--- config.mk ---
export PLATFORM = sky130hd
export DESIGN_NAME = video_wb_arbiter
export DESIGN_NICKNAME = d
export VERILOG_FILES = /design/src/rtl/video_wb_pkg.sv /design/src/rtl/video_wb_watchdog.sv /design/src/rtl/video_wb_arbiter.sv
export SDC_FILE = /design/constraint.sdc
export NUM_CORES = 1
export LEC_CHECK = 0
export ABC_AREA = 0
export BUFFER_PORTS_ARGS = -buffer_cell sky130_fd_sc_hd__buf_2
export CELL_PAD_IN_SITES_DETAIL_PLACEMENT = 1
export CELL_PAD_IN_SITES_GLOBAL_PLACEMENT = 2
export CORE_MARGIN = 4
export CORE_UTILIZATION = 10
export DETAILED_ROUTE_END_ITERATION = 10
export PLACE_DENSITY = 0.86
export SLEW_MARGIN = 20
export SYNTH_ARGS = -nofsm -noshare
export SYNTH_HDL_FRONTEND = slang
export SYNTH_SLANG_ARGS = --single-unit
--- constraint.sdc ---
create_clock -name clk -period 1.9 [get_ports clk]
set_input_delay 0.095 -clock clk [delete_from_list [all_inputs] [get_ports clk]]
set_output_delay 0.095 -clock clk [all_outputs]
set_load 0.03 [all_outputs]
--- src/rtl/video_wb_pkg.sv ---
//------------------------------------------------------------------------------
// Module   : video_wb_pkg
// Purpose  : Shared types and constants for the video Wishbone arbiter.
//            arb_state_t is encoded so that the state value equals the
//            one-hot grant vector (IDLE = 00, OWN0 = 01, OWN1 = 10).
// Revision : 1.0 - initial release
//------------------------------------------------------------------------------
`default_nettype none

package video_wb_pkg;

    typedef enum logic [1:0] {
        IDLE = 2'b00,
        OWN0 = 2'b01,
        OWN1 = 2'b10
    } arb_state_t;

    // Index of a master: 0 = video_in writer, 1 = video_out reader
    typedef logic owner_t;

    localparam int DEFAULT_TIMEOUT_CYCLES = 256;

endpackage

`default_nettype wire

--- src/rtl/video_wb_watchdog.sv ---
//------------------------------------------------------------------------------
// Module   : video_wb_watchdog
// Purpose  : Stall watchdog for the shared Wishbone port. Counts cycles with
//            STB high and no ACK; flags expiry on the TIMEOUT_CYCLES-th such
//            cycle and masks the timed-out master until its CYC is seen low.
// Ports    : clk, rst       - clock, asynchronous active-high reset
//            stall          - shared STB_O high and ACK_I low this cycle
//            ack            - shared ACK_I
//            leave          - current owner is giving up the port this cycle
//            owner          - index of the current owner
//            cyc[1:0]       - raw CYC_I of both masters
//            expire         - expiry pulse (combinational, one cycle)
//            mask[1:0]      - per-master arbitration mask
// Revision : 1.0 - initial release
//------------------------------------------------------------------------------
`default_nettype none

module video_wb_watchdog
    import video_wb_pkg::*;
#(
    parameter int TIMEOUT_CYCLES = DEFAULT_TIMEOUT_CYCLES
) (
    input  logic       clk,
    input  logic       rst,
    input  logic       stall,
    input  logic       ack,
    input  logic       leave,
    input  owner_t     owner,
    input  logic [1:0] cyc,
    output logic       expire,
    output logic [1:0] mask
);

    localparam logic [15:0] LAST_COUNT = 16'(TIMEOUT_CYCLES - 1);

    logic [15:0] count;

    // count holds the number of stalled cycles already seen, so the
    // TIMEOUT_CYCLES-th stalled cycle is the one where count == LAST_COUNT.
    assign expire = stall && (count == LAST_COUNT);

    always_ff @(posedge clk or posedge rst) begin
        if (rst) begin
            count <= '0;
            mask  <= 2'b00;
        end else begin
            if (ack || leave || expire)
                count <= '0;
            else if (stall)
                count <= count + 16'd1;

            // Setting wins over clearing so a master that times out while
            // still holding CYC stays masked until it visibly drops CYC.
            if (expire && (owner == 1'b0))
                mask[0] <= 1'b1;
            else if (!cyc[0])
                mask[0] <= 1'b0;

            if (expire && (owner == 1'b1))
                mask[1] <= 1'b1;
            else if (!cyc[1])
                mask[1] <= 1'b0;
        end
    end

endmodule

`default_nettype wire

--- src/rtl/video_wb_arbiter.sv ---
//------------------------------------------------------------------------------
// Module   : video_wb_arbiter
// Purpose  : Two-master Wishbone arbiter. Master 0 = video_in writer,
//            master 1 = video_out reader, sharing one RAM master port.
//            Registered grant, round-robin tie-break, grant held for a whole
//            CYC / LOCK burst, zero-dead-cycle handover to a waiting master.
// Ports    : clk, RST                   - clock, async active-high reset
//            p_wbN_*_I / p_wbN_*_O      - master N side (N = 0, 1)
//            p_wb_*_O / p_wb_*_I        - shared slave-facing port
//            grant[1:0]                 - one-hot owner, 00 when idle
//            timeout_irq                - watchdog expiry pulse
// Config   : VIDEO_WB_ARB_TIMEOUT_EN    - enables the stall watchdog
// Revision : 1.0 - initial release
//------------------------------------------------------------------------------
`default_nettype none

module video_wb_arbiter
    import video_wb_pkg::*;
#(
    parameter int TIMEOUT_CYCLES = DEFAULT_TIMEOUT_CYCLES
) (
    input  logic        clk,
    input  logic        RST,
    input  logic        p_wb0_STB_I,
    input  logic        p_wb0_CYC_I,
    input  logic        p_wb0_LOCK_I,
    input  logic        p_wb0_WE_I,
    input  logic [3:0]  p_wb0_SEL_I,
    input  logic [31:0] p_wb0_ADR_I,
    input  logic [31:0] p_wb0_DAT_I,
    output logic        p_wb0_ACK_O,
    output logic        p_wb0_ERR_O,
    output logic [31:0] p_wb0_DAT_O,
    input  logic        p_wb1_STB_I,
    input  logic        p_wb1_CYC_I,
    input  logic        p_wb1_LOCK_I,
    input  logic        p_wb1_WE_I,
    input  logic [3:0]  p_wb1_SEL_I,
    input  logic [31:0] p_wb1_ADR_I,
    input  logic [31:0] p_wb1_DAT_I,
    output logic        p_wb1_ACK_O,
    output logic        p_wb1_ERR_O,
    output logic [31:0] p_wb1_DAT_O,
    output logic        p_wb_STB_O,
    output logic        p_wb_CYC_O,
    output logic        p_wb_LOCK_O,
    output logic        p_wb_WE_O,
    output logic [3:0]  p_wb_SEL_O,
    output logic [31:0] p_wb_ADR_O,
    output logic [31:0] p_wb_DAT_O,
    input  logic        p_wb_ACK_I,
    input  logic [31:0] p_wb_DAT_I,
    output logic [1:0]  grant,
    output logic        timeout_irq
);

    arb_state_t state;
    owner_t     last_owner;
    owner_t     owner;
    logic [1:0] cyc;
    logic [1:0] mask;
    logic [1:0] req;
    logic       own_cyc;
    logic       own_lock;
    logic       release_now;
    logic       expire;
    logic       leave;

    assign cyc         = {p_wb1_CYC_I, p_wb0_CYC_I};
    assign req         = cyc & ~mask;
    assign owner       = (state == OWN1);
    assign own_cyc     = owner ? p_wb1_CYC_I  : p_wb0_CYC_I;
    assign own_lock    = owner ? p_wb1_LOCK_I : p_wb0_LOCK_I;
    // LOCK keeps the grant across a CYC gap; only both low releases.
    assign release_now = (state != IDLE) && !own_cyc && !own_lock;
    assign leave       = release_now || expire;

`ifdef VIDEO_WB_ARB_TIMEOUT_EN
    video_wb_watchdog #(
        .TIMEOUT_CYCLES (TIMEOUT_CYCLES)
    ) u_watchdog (
        .clk    (clk),
        .rst    (RST),
        .stall  (p_wb_STB_O && !p_wb_ACK_I),
        .ack    (p_wb_ACK_I),
        .leave  (leave),
        .owner  (owner),
        .cyc    (cyc),
        .expire (expire),
        .mask   (mask)
    );
`else
    logic [15:0] unused_timeout_cycles;
    assign unused_timeout_cycles = 16'(TIMEOUT_CYCLES);
    assign expire = 1'b0;
    assign mask   = 2'b00;
`endif

    // State encoding doubles as the registered one-hot grant.
    assign grant       = state;
    assign timeout_irq = expire;

    always_ff @(posedge clk or posedge RST) begin
        if (RST) begin
            state      <= IDLE;
            last_owner <= 1'b0;
        end else begin
            case (state)
                IDLE: begin
                    if (req == 2'b11)
                        state <= last_owner ? OWN0 : OWN1;
                    else if (req[0])
                        state <= OWN0;
                    else if (req[1])
                        state <= OWN1;
                end
                OWN0: begin
                    if (leave) begin
                        last_owner <= 1'b0;
                        state      <= req[1] ? OWN1 : IDLE;
                    end
                end
                OWN1: begin
                    if (leave) begin
                        last_owner <= 1'b1;
                        state      <= req[0] ? OWN0 : IDLE;
                    end
                end
                default: state <= IDLE;
            endcase
        end
    end

    always_comb begin
        p_wb_STB_O  = 1'b0;
        p_wb_CYC_O  = 1'b0;
        p_wb_LOCK_O = 1'b0;
        p_wb_WE_O   = 1'b0;
        p_wb_SEL_O  = 4'h0;
        p_wb_ADR_O  = 32'h0;
        p_wb_DAT_O  = 32'h0;
        p_wb0_ACK_O = 1'b0;
        p_wb0_ERR_O = 1'b0;
        p_wb0_DAT_O = 32'h0;
        p_wb1_ACK_O = 1'b0;
        p_wb1_ERR_O = 1'b0;
        p_wb1_DAT_O = 32'h0;
        case (state)
            OWN0: begin
                p_wb_STB_O  = p_wb0_STB_I;
                p_wb_CYC_O  = p_wb0_CYC_I;
                p_wb_LOCK_O = p_wb0_LOCK_I;
                p_wb_WE_O   = p_wb0_WE_I;
                p_wb_SEL_O  = p_wb0_SEL_I;
                p_wb_ADR_O  = p_wb0_ADR_I;
                p_wb_DAT_O  = p_wb0_DAT_I;
                p_wb0_ACK_O = p_wb_ACK_I;
                p_wb0_ERR_O = expire;
                p_wb0_DAT_O = p_wb_DAT_I;
            end
            OWN1: begin
                p_wb_STB_O  = p_wb1_STB_I;
                p_wb_CYC_O  = p_wb1_CYC_I;
                p_wb_LOCK_O = p_wb1_LOCK_I;
                p_wb_WE_O   = p_wb1_WE_I;
                p_wb_SEL_O  = p_wb1_SEL_I;
                p_wb_ADR_O  = p_wb1_ADR_I;
                p_wb_DAT_O  = p_wb1_DAT_I;
                p_wb1_ACK_O = p_wb_ACK_I;
                p_wb1_ERR_O = expire;
                p_wb1_DAT_O = p_wb_DAT_I;
            end
            default: ;
        endcase
    end

endmodule

`default_nettype wire

Word level (Yosys, flattened, before mapping)
Cells that the tools add are included.

Bits in registers: 3. Latch bits: 0. Bits in writable memories: 0. Memory bits (read-only): 0. Input port bits: 179. Output and inout bits: 143. Word-level logic and storage cells: 42. Memories: 0.

$add $sub $neg: 0. Multipliers: 0. Divide/modulo/power cells: 0. $lt $le $gt $ge: 0. Equality and inequality tests: 6. Shift-type cells: 0. Muxes and demuxes: 25. Bitwise gates (word level): 0. Reductions and logical operators: 9.

Operators with widths (number): $pmux W32 S2 (2); $mux W32 (2); $mux W2 (7); $pmux W1 S2 (5); $pmux W4 S2 (1); $mux W1 (7); $pmux W2 S3 (1); $reduce_and A3 Y1 (2); $eq A2 B2 Y1 const B (2); $ne A4 B4 Y1 const B (1); $reduce_bool A2 Y1 (2); $eq A2 B1 Y1 const B (1); $logic_and A1 B1 Y1 (2); $logic_not A1 Y1 (2); $logic_not A2 Y1 (1); $ne A2 B1 Y1 const B (1); $ne A2 B2 Y1 const B (1).

Depth between registers and ports, before layout
Gate-level depths: netlist of run 1.

Word-level depth: 7. Depth in mapped cells: 8. Depth with buffers taken out: 6.

Worst setup path after synthesis of run 1
No wires, ideal clock.

Path type: register to output. Start: register state[0], in the netlist grant[0]. End: output p_wb_ADR_O[0]. Arrival: 1885 ps. Required time: 1805 ps. Slack: -80 ps. Cell stages (with the launch flop): 7. Buffers on the path: 2. Cells stage by stage: dfrtp_1 inv_1 ha_1 buf_2 buf_1 a22oi_1 nor2b_1.

Cells in the longest elaborated chain, start to end: 2. Elaborated cells on any way between the ends: 3. Those cells by class: 2 x eq/ne; 1 x mux.

Ends and longest elaborated chain: from (decl) (line video_wb_arbiter.sv:57) `arb_state_t state;`; from (signal assigned) (line video_wb_arbiter.sv:111) `state <= last_owner ? OWN0 : OWN1;`; from (signal assigned) (line video_wb_arbiter.sv:120) `state <= req[1] ? OWN1 : IDLE;`; from (signal assigned) (line video_wb_arbiter.sv:126) `state <= req[0] ? OWN0 : IDLE;`; $eq A2 B2 Y1; net owner (line video_wb_arbiter.sv:59) `owner_t owner;`; $pmux W32 S2 (line video_wb_arbiter.sv:148) `case (state)`; to (decl) (line video_wb_arbiter.sv:49) `output logic [31:0] p_wb_ADR_O,`.

The timed path passes the listed nets, and every way through them passes these cells.

Worst setup path after layout of run 1
Start: register state[0], in the netlist grant[0]. End: register state[0], in the netlist grant[0].

Cells in the longest elaborated chain, start to end: 7. Elaborated cells on any way between the ends: 15. Those cells by class: 5 x eq/ne; 3 x mux; 7 x reduce/logical.

Ends and longest elaborated chain: $eq A2 B2 Y1 (*) (line video_wb_arbiter.sv:71) `assign owner = (state == OWN1);`; net owner (line video_wb_arbiter.sv:59); $mux W1 (line video_wb_arbiter.sv:72) `assign own_cyc = owner ? p_wb1_CYC_I : p_wb0_CYC_I;`; $logic_not A1 Y1 (line video_wb_arbiter.sv:75) `assign release_now = (state != IDLE) && !own_cyc && !own_lock;`; $logic_and A1 B1 Y1 (2 in a row) (line video_wb_arbiter.sv:75); $ne A2 B2 Y1 (no line) / $ne A2 B1 Y1 (equally long branches); $reduce_and A3 Y1 (no line).

The timed path passes the listed nets; every way through them passes the cells marked *. A chain may end at the register's enable or synchronous reset.

==> results.ini, run 1 <==
[timing]
setup_tns_ps = 0
setup_viol = 0
hold_viol = 0
max_freq_mhz = 545
period_share_pct = 96.6
fin_skew_ps = 0.299
drv_slew = 0
finalCriticalPeriod_ps = 1830

[synth]
yosys-top-cells-area = a22oi_1 29%, nor2b_1 24%, and2_1 23%, clkbuf_1 4.7%, dfrtp_1 4.1%
synth_edf_count = 0
async_reset_ff_share_pct = 100
yosys.area.top_type_share_pct = 28.8
yosys-top-cells-count = 71 x a22oi_1, 71 x nor2b_1, 67 x and2_1
yosys_warnings = 0
synth_area_per_cell_um2 = 6.70
ys.flop_type = dfrtp_1
yosysSeqAreaShare_pct = 4.06
synth.distinct_cells = 25
synth.cell_area_um2 = 1850
netlist_instances = 276
yosys.area.top_type = a22oi_1
synth_seq_cells = 3

[global_route]
antenna_found_initial = 0
grt_pass1_wl_um = 16700
grt_max_degree = 71
gr-total-overflow = 0
grt_pass1_vias = 3114
grt_usage_pct = 9.95

[worst_setup_path]
arrival_ps = 1970
rr_worst_depth = 6
crit_fanout = 3
r2r_slack_ps = 70
critPathMaxStageDelay_ps = 390
slowest_stage = dfrtp_1
r2r_start = grant[0]
crit_family = multiplexers
required_ps = 2030
cp_num_buf_inv = 1
cp-start-kind = flip-flop
path_cells = inv_2, ha_4, mux2_4, o22a_2, a211oi_4, mux2i_1
critical_path_class = flip-flop to flip-flop
end_kind = flip-flop
r2r_end = grant[0]

[clock_network]
clk_latency_ps = 220
cts.sinks = 3
cts-root-buf = clkbuf_16
clk_pin_slew_ps = 30
clockBufferDepth = 2
cts_tree = yes
numCtsBuffers = 3
htreeDepth = 1

[final_layout]
utilization_pct = 23.5
drive_gt1_share_pct = 71.9
fill_cells = 2276
multi_input_area_um2 = 1840
register_area_um2 = 76.3
finalInstanceArea_um2 = 4250
finalNonFillerCells = 812
antenna_cells = 0
area_delta_synth_final_pct = 130
num-nets-final = 768

[drt]
drt_pass1_iterations = 4
drt_iter0_markers = 133
route.detailed.drc = 0
ant_nets = 0
post_drt_wl_per_cell_um = 15.8
drt-total-wl_um = 12900
vias_per_cell = 3.98
vias = 3235

[power_and_ir_drop]
design_power_total_w = 0.00707
combPwrFrac_pct = 93.5
p_per_area_nw_per_um2 = 1660
pwr-share-clk_pct = 4.8
power_frac_seq_pct = 1.8
vdd_drop_max_uv = 752
swShare_pct = 56.5
leakage_nw = 2.24
internal-power_w = 0.00307
netSwitchingPower_w = 0.00399

[floorplan]
pin_count = 322
die_w_um = 144
die_area_um2 = 20700
rows = 49
core_area_um2 = 18100
start_util_pct = 10.2
fp.dieH_um = 144

[placed_design]
dp_cells = 798
port_buffers = 318
place_congestion = 0.799
placed_area_um2 = 3920
dp_hpwl_um = 9930

[worst_hold_path]
whs_endpoint = grant[0]
hold_depth = 3
hp-class = primary input to flip-flop
hp-start = p_wb0_CYC_I

[status]
status = finished clean

[flow_run]
drv_cap = 0

-- metrics by stage --
stage / worst slack [ps] / hold WS [ps]
finish: 65.5 / 310
floorplan: 11.4 / -151
CTS: -51.7 / 319
global route: -7.95 / 336
global placement: 153 / -13.6
detailed placement: 44.8 / -12.7
-- cell usage in the layout, fill, tap and decap left out --
cell type and n:
dfrtp_2 1, o21ai_1 1, inv_2 2, ha_1 1
a22oi_1 71, nor2b_2 70, inv_1 3, nand2_1 3
buf_12 8, a211oi_4 1, a21boi_2 1, nor2_1 1
clkbuf_1 1, buf_4 4, ha_4 4, a21oi_1 1
buf_16 2, nor2b_1 1, mux2i_1 2, and2_1 67
conb_1 3, clkbuf_4 11, buf_2 307, nand2b_1 1
o21bai_1 1, mux2_4 1, dlygate4sd3_1 1, dfrtp_1 2
a21boi_0 1, o22a_2 1, o31ai_1 2, clkbuf_16 6
or3b_1 1
-- what timing repair did --
item,CTS,global route
gates cloned,1,3
buffers inserted,1,4
hold buffers,1,0
resized for setup,2,18
pin swaps,0,3
endpoints found under the setup margin,61,74
hold endpoints to repair,3,0
-- flip-flops by register name (all words and copies together), names as in the netlist --
| name | cells |
|---|---|
| grant | 2 |
| last_owner | 1 |
-- power groups by stage --
| stage | registers, W | logic (W) | clock network, W |
|---|---|---|---|
| 6_report | 0.000126 | 0.00660 | 0.000336 |
| 5_1_grt | 0.000132 | 0.00703 | 0.000344 |
| 4_1_cts | 0.000117 | 0.00629 | 0.000342 |
| 3_5_place_dp | 0.000120 | 0.00603 | 0 |
| 3_3_place_gp | 0.000118 | 0.00595 | 0 |
| 2_1_floorplan | 0.000154 | 0.00417 | 0 |
-- how the worst max path moves through the flow --
stage	start	to	slack, ps	depth (start not counted)
after global placement	grant[0]	grant[0]	150	6
after CTS	grant[0]	p_wb_DAT_O[21]	-50	6
after detailed placement	grant[0]	grant[0]	40	6
final	grant[0]	grant[0]	70	6
after floorplan	grant[0]	grant[0]	10	6
after global routing	grant[0]	grant[0]	-8	6
-- layer usage --
metal  share of wire [%]  global-route usage [%]
met1                  38                    11.6
met2                  53                    18.7
met3                 7.9                    2.08
met4                0.75                    1.98
met5                   0                       0
-- cell families after synthesis --
group	share of synthesized area, %
simple gates	48.3
compound gates	33.0
buf+inv	9.20
fa+ha+maj	3.38
mux	1.89
flops	4.06
other cells	0.203
-- final cells by class --
class / instances / area share (%)
Clock buffer: 4 / 1.85
Inverter: 5 / 0.441
Multi-Input combinational cell: 235 / 43.3
Sequential cell: 3 / 1.80
Tap cell: 229 / 6.74
Timing Repair Buffer: 336 / 45.9
-- worst reg2reg max path, delay by kind of cell (launching register included) --
kind                       cells  cell delay (ps)
muxes                          2              560
DFF                            1              390
adders and majority gates      1              190
buffers and inverters          1               90
AOI/OAI and AO/OA              2              520
Power figures use the tool's default switching activity.
==> run 2: changes to the inputs <==
--- a/config.mk
+++ b/config.mk
@@ -10,9 +10,9 @@
 export CELL_PAD_IN_SITES_DETAIL_PLACEMENT = 1
 export CELL_PAD_IN_SITES_GLOBAL_PLACEMENT = 2
 export CORE_MARGIN = 4
-export CORE_UTILIZATION = 10
+export CORE_UTILIZATION = 11
 export DETAILED_ROUTE_END_ITERATION = 10
-export PLACE_DENSITY = 0.86
+export PLACE_DENSITY_LB_ADDON = 0.1
 export SLEW_MARGIN = 20
 export SYNTH_ARGS = -nofsm -noshare
 export SYNTH_HDL_FRONTEND = slang
==> constraint.sdc (replaced) <==
create_clock -name clk -period 2.15 [get_ports clk]
set_input_delay 0.1075 -clock clk [delete_from_list [all_inputs] [get_ports clk]]
set_output_delay 0.1075 -clock clk [all_outputs]
set_load 0.03 [all_outputs]
==> run 2 against run 1 <==
Compared with the run above: combinational power fell by 25%; wire length decreased by 0.28%; clock power fell by 11%; clock skew grew 4.0 ps; critical path depth is the same; utilization down 0.43 points; final cell count shrank 2.1%; sequential share of layout area grew 0.17 points; first-iteration DRC count shrank 37%; global-route usage increased by 1.5 points; hold slack better by 8.2 ps; setup slack improved by 69 ps; largest power group unchanged.
==> results.ini, run 2 (synthesis gave the netlist of run 1 again) <==
[status]
status = finished clean

[clock_network]
clk_pin_slew_ps = 30
numCtsBuffers = 3
clk_latency_ps = 230
cts.sinks = 3
clockBufferDepth = 2
cts_tree = yes
cts-root-buf = clkbuf_16
htreeDepth = 1
post_cts_buffers = 0

[global_route]
antenna_found_initial = 0
gr-total-overflow = 0
grt_usage_pct = 11.4
grt_max_degree = 74
grt_pass1_wl_um = 17300
grt_pass1_vias = 3133

[floorplan]
start_util_pct = 11.2
die_area_um2 = 19000
pin_count = 322
core_area_um2 = 16500
rows = 47
die_w_um = 138
fp.dieH_um = 138

[timing]
setup_tns_ps = 0
finalCriticalPeriod_ps = 2020
max_freq_mhz = 496
setup_viol = 0
hold_viol = 0
period_share_pct = 93.7
fin_skew_ps = 4.32
drv_slew = 0
rsz0062_at_grt = false

[worst_setup_path]
critical_path_class = flip-flop to flip-flop
arrival_ps = 2150
crit_fanout = 4
end_kind = flip-flop
required_ps = 2280
cp-start-kind = flip-flop

[placed_design]
placed_area_um2 = 3690
place_congestion = 0.756
dp_hpwl_um = 10200
port_buffers = 318

[final_layout]
mostFrequentLayoutCells = 318 x buf_2, 71 x a22oi_1, 71 x nor2b_1
utilization_pct = 23.1
num-nets-final = 760
area_delta_synth_final_pct = 106
layout_commonest_cell = buf_2
finalInstanceArea_um2 = 3810
antenna_cells = 0
largest_reg_flops = 2
drive_gt1_share_pct = 58.4

[worst_hold_path]
hp-class = primary input to flip-flop

[drt]
ant_nets = 0
drt_iter0_markers = 84
drt_pass1_iterations = 4
route.detailed.drc = 0
vias_per_cell = 3.96
vias = 3151
post_drt_wl_per_cell_um = 16.1
drt-total-wl_um = 12800

[power_and_ir_drop]
leakage_nw = 2.11
p_per_area_nw_per_um2 = 1410
vdd_drop_max_uv = 386

[flow_run]
drv_cap = 0

run 2: cell types whose count changed in the layout (fill, tap and decap cells not counted), sizes merged:
cell,change
buf,+5
clkbuf,-13
run 2: power breakdown:
group          switching, W  leakage (nW)  internal, W
Sequential        0.0000288        0.0364    0.0000842
Combinational       0.00321          2.04      0.00176
Clock             0.0000540        0.0382     0.000245
Total               0.00330          2.11      0.00209
run 2: final cells by class:
class                      count  area [um^2]
clock buffer                   4         78.8
multi-input combinational    235         1630
sequential                     3         75.1
inverter                       5         18.8
tap                          220          275
fill                        2107        12700
timing repair buffer         328         1740
run 2: path summary, 6_finish.rpt:
| kind | from | to | slack [ps] | cells past startpoint |
|---|---|---|---|---|
| min reg2reg | last_owner | last_owner | 510 | 2 |
| min in group asynchronous | RST | last_owner | 330 | 3 |
| max reg2reg | grant[0] | grant[0] | 130 | 6 |
| min | p_wb0_CYC_I | grant[0] | 320 | 3 |
| max | grant[0] | grant[0] | 130 | 6 |
| max in group asynchronous | RST | grant[1] | 1680 | 3 |
run 2: per-layer routing:
metal / track usage, % / share of wire, % / vias to the layer above
met2: 22.3 / 55 / 138
met3: 2.74 / 7.9 / 12
li1: - / - / 1546
met4: 2.41 / 1.6 / 0
met5: 0 / 0 / -
met1: 12.3 / 36 / 1455
run 2: worst max-delay path: stages, from the launching register on:
cell,delay (ps)
dfrtp_1,430
inv_1,160
ha_2,300
mux2_4,320
o22a_2,240
a211oi_4,220
mux2i_1,250
run 2: metrics by stage:
step | hold WS (ps) | total power [W] | setup slack (ps) | std cells
after CTS | 323 | 0.00539 | 97.1 | 794
final | 319 | 0.00538 | 135 | 795
after floorplan | -139 | 0.00353 | 158 | 278
after global placement | -4.66 | 0.00505 | 316 | 789
after global routing | 339 | 0.00582 | 8.11 | 795
after detailed placement | -3.13 | 0.00507 | 288 | 789
run 2: what timing repair did:
action | CTS | global route
setup endpoints to repair | 0 | 4
hold buffers | 1 | 0
resized for setup | 0 | 2
hold endpoints to repair | 3 | 0
==> run 3: changes to the inputs <==
--- a/config.mk
+++ b/config.mk
@@ -7,7 +7,7 @@
 export LEC_CHECK = 0
 export ABC_AREA = 0
 export BUFFER_PORTS_ARGS = -buffer_cell sky130_fd_sc_hd__buf_2
-export CELL_PAD_IN_SITES_DETAIL_PLACEMENT = 1
+export CELL_PAD_IN_SITES_DETAIL_PLACEMENT = 2
 export CELL_PAD_IN_SITES_GLOBAL_PLACEMENT = 2
 export CORE_MARGIN = 4
 export CORE_UTILIZATION = 11
==> run 3 against run 2 <==
Compared with the run above: critical path depth did not move; fmax rose by 1.1%; sequential power barely moved; clock power fell by 3%; wire length rose by 5.5%; via count rose by 0.98%; largest power group unchanged; highest routed layer unchanged.
==> results.ini, run 3 (synthesis gave the netlist of run 1 again) <==
[status]
status = finished clean

[floorplan]
die_area_um2 = 19000
core_area_um2 = 16500
die_w_um = 138
rows = 47
pin_count = 322
fp.dieH_um = 138
start_util_pct = 11.2

[timing]
setup_tns_ps = 0
drv_slew = 0
layout_setup_ws_ps = 156
rsz0062_at_grt = false
setup_viol = 0
finalCriticalPeriod_ps = 1990
period_share_pct = 92.8
max_freq_mhz = 501
hold_viol = 0
fin_skew_ps = 1.49

[worst_setup_path]
end_kind = flip-flop
crit_family = multiplexers
required_ps = 2290
cp-start-kind = flip-flop
critPathMaxStageDelay_ps = 430
crit_fanout = 4
cp_num_buf_inv = 1
critical_path_class = flip-flop to flip-flop
slowest_stage = dfrtp_1
arrival_ps = 2130
path_cells = inv_1, ha_2, mux2_4, o22a_2, a211oi_4, mux2i_1

[final_layout]
finalNonFillerCells = 796
drive_gt1_share_pct = 58.5
antenna_cells = 0
mostFrequentLayoutCells = 318 x buf_2, 71 x a22oi_1, 71 x nor2b_1
fill_cells = 2051
layout_commonest_cell = buf_2
largest_reg_flops = 2
area_delta_synth_final_pct = 106
num-nets-final = 761

[drt]
vias = 3182
drt-total-wl_um = 13500
route.detailed.drc = 0
vias_per_cell = 4.00
ant_nets = 0
post_drt_wl_per_cell_um = 17.0
drt_iter0_markers = 64
drt_pass1_iterations = 4

[global_route]
grt_usage_pct = 12.2
gr-total-overflow = 0
grt_pass1_vias = 3320
antenna_found_initial = 0
grt_max_degree = 74
grt_pass1_wl_um = 18400

[clock_network]
clk_pin_slew_ps = 30
numCtsBuffers = 3
clk_latency_ps = 220
clockBufferDepth = 2
cts-root-buf = clkbuf_16
cts_tree = yes
cts.sinks = 3
htreeDepth = 1

[worst_hold_path]
hp-class = primary input to flip-flop

[placed_design]
port_buffers = 318
dp_hpwl_um = 11000
dp_slack_ps = 204
place_congestion = 0.756
dp_cells = 789

[flow_run]
drv_cap = 0

[power_and_ir_drop]
combPwrFrac_pct = 92.5
pwr-share-clk_pct = 5.4
vdd_drop_max_uv = 351
p_per_area_nw_per_um2 = 1420
power_frac_seq_pct = 2.1
internal-power_w = 0.00209
netSwitchingPower_w = 0.00331
swShare_pct = 61.3
leakage_nw = 2.12

[run 3: cell count changes in the layout (fill, tap and decap cells not counted), sizes merged]
| cell | delta |
|---|---|
| buf | +1 |
[run 3: area by class of cell]
cell class	count	area [um^2]	area share [%]
clock buffers	4	78.8	2.06
inverters	5	18.8	0.491
multi-input cells	235	1630	42.7
flip-flops and latches	3	75.1	1.96
well taps	220	275	7.20
repair buffers	329	1740	45.6
[run 3: power by group through the flow]
stage,registers (W),clock network [W],logic (W)
5_1_grt,0.000120,0.000307,0.00544
4_1_cts,0.000115,0.000294,0.00502
2_1_floorplan,0.000136,0,0.00339
3_3_place_gp,0.000114,0,0.00493
3_5_place_dp,0.000115,0,0.00501
6_report,0.000114,0.000290,0.00500
[run 3: through the flow]
step | utilization, % | power [W] | hold WS (ps) | cell area (um^2)
2_1_floorplan | - | 0.00353 | -139 | 1860
3_3_place_gp | 22.3 | 0.00505 | -4.66 | 3690
3_5_place_dp | 22.3 | 0.00512 | -4.79 | 3690
4_1_cts | 22.9 | 0.00543 | 318 | 3780
5_1_grt | 23.1 | 0.00586 | 334 | 3820
6_report | 23.1 | 0.00541 | 312 | 3820
[run 3: per-layer routing]
layer	share of wire, %	global-route usage (%)
met1	34	12.6
met5	0	0
met4	0.86	1.70
met2	57	25.0
met3	7.2	2.67
[run 3: final timing paths]
kind,start,to,slack (ps),cells past startpoint
max reg2reg,grant[0],grant[0],160,6
min,p_wb0_CYC_I,grant[0],310,3
max in group asynchronous,RST,grant[0],1650,3
min in group asynchronous,RST,last_owner,350,3
max,grant[0],grant[0],160,6
min reg2reg,last_owner,last_owner,500,2
[run 3: tightest hold or removal path, stage by stage]
cell	delay, ps
buf_2	120
or3b_1	170
mux2i_1	70
[run 3: what timing repair did]
| action | CTS | global route |
|---|---|---|
| resized for setup | 0 | 2 |
| setup buffers | 0 | 1 |
| hold buffers | 1 | 0 |
| hold endpoints to repair | 3 | 0 |
| endpoints found under the setup margin | 0 | 17 |
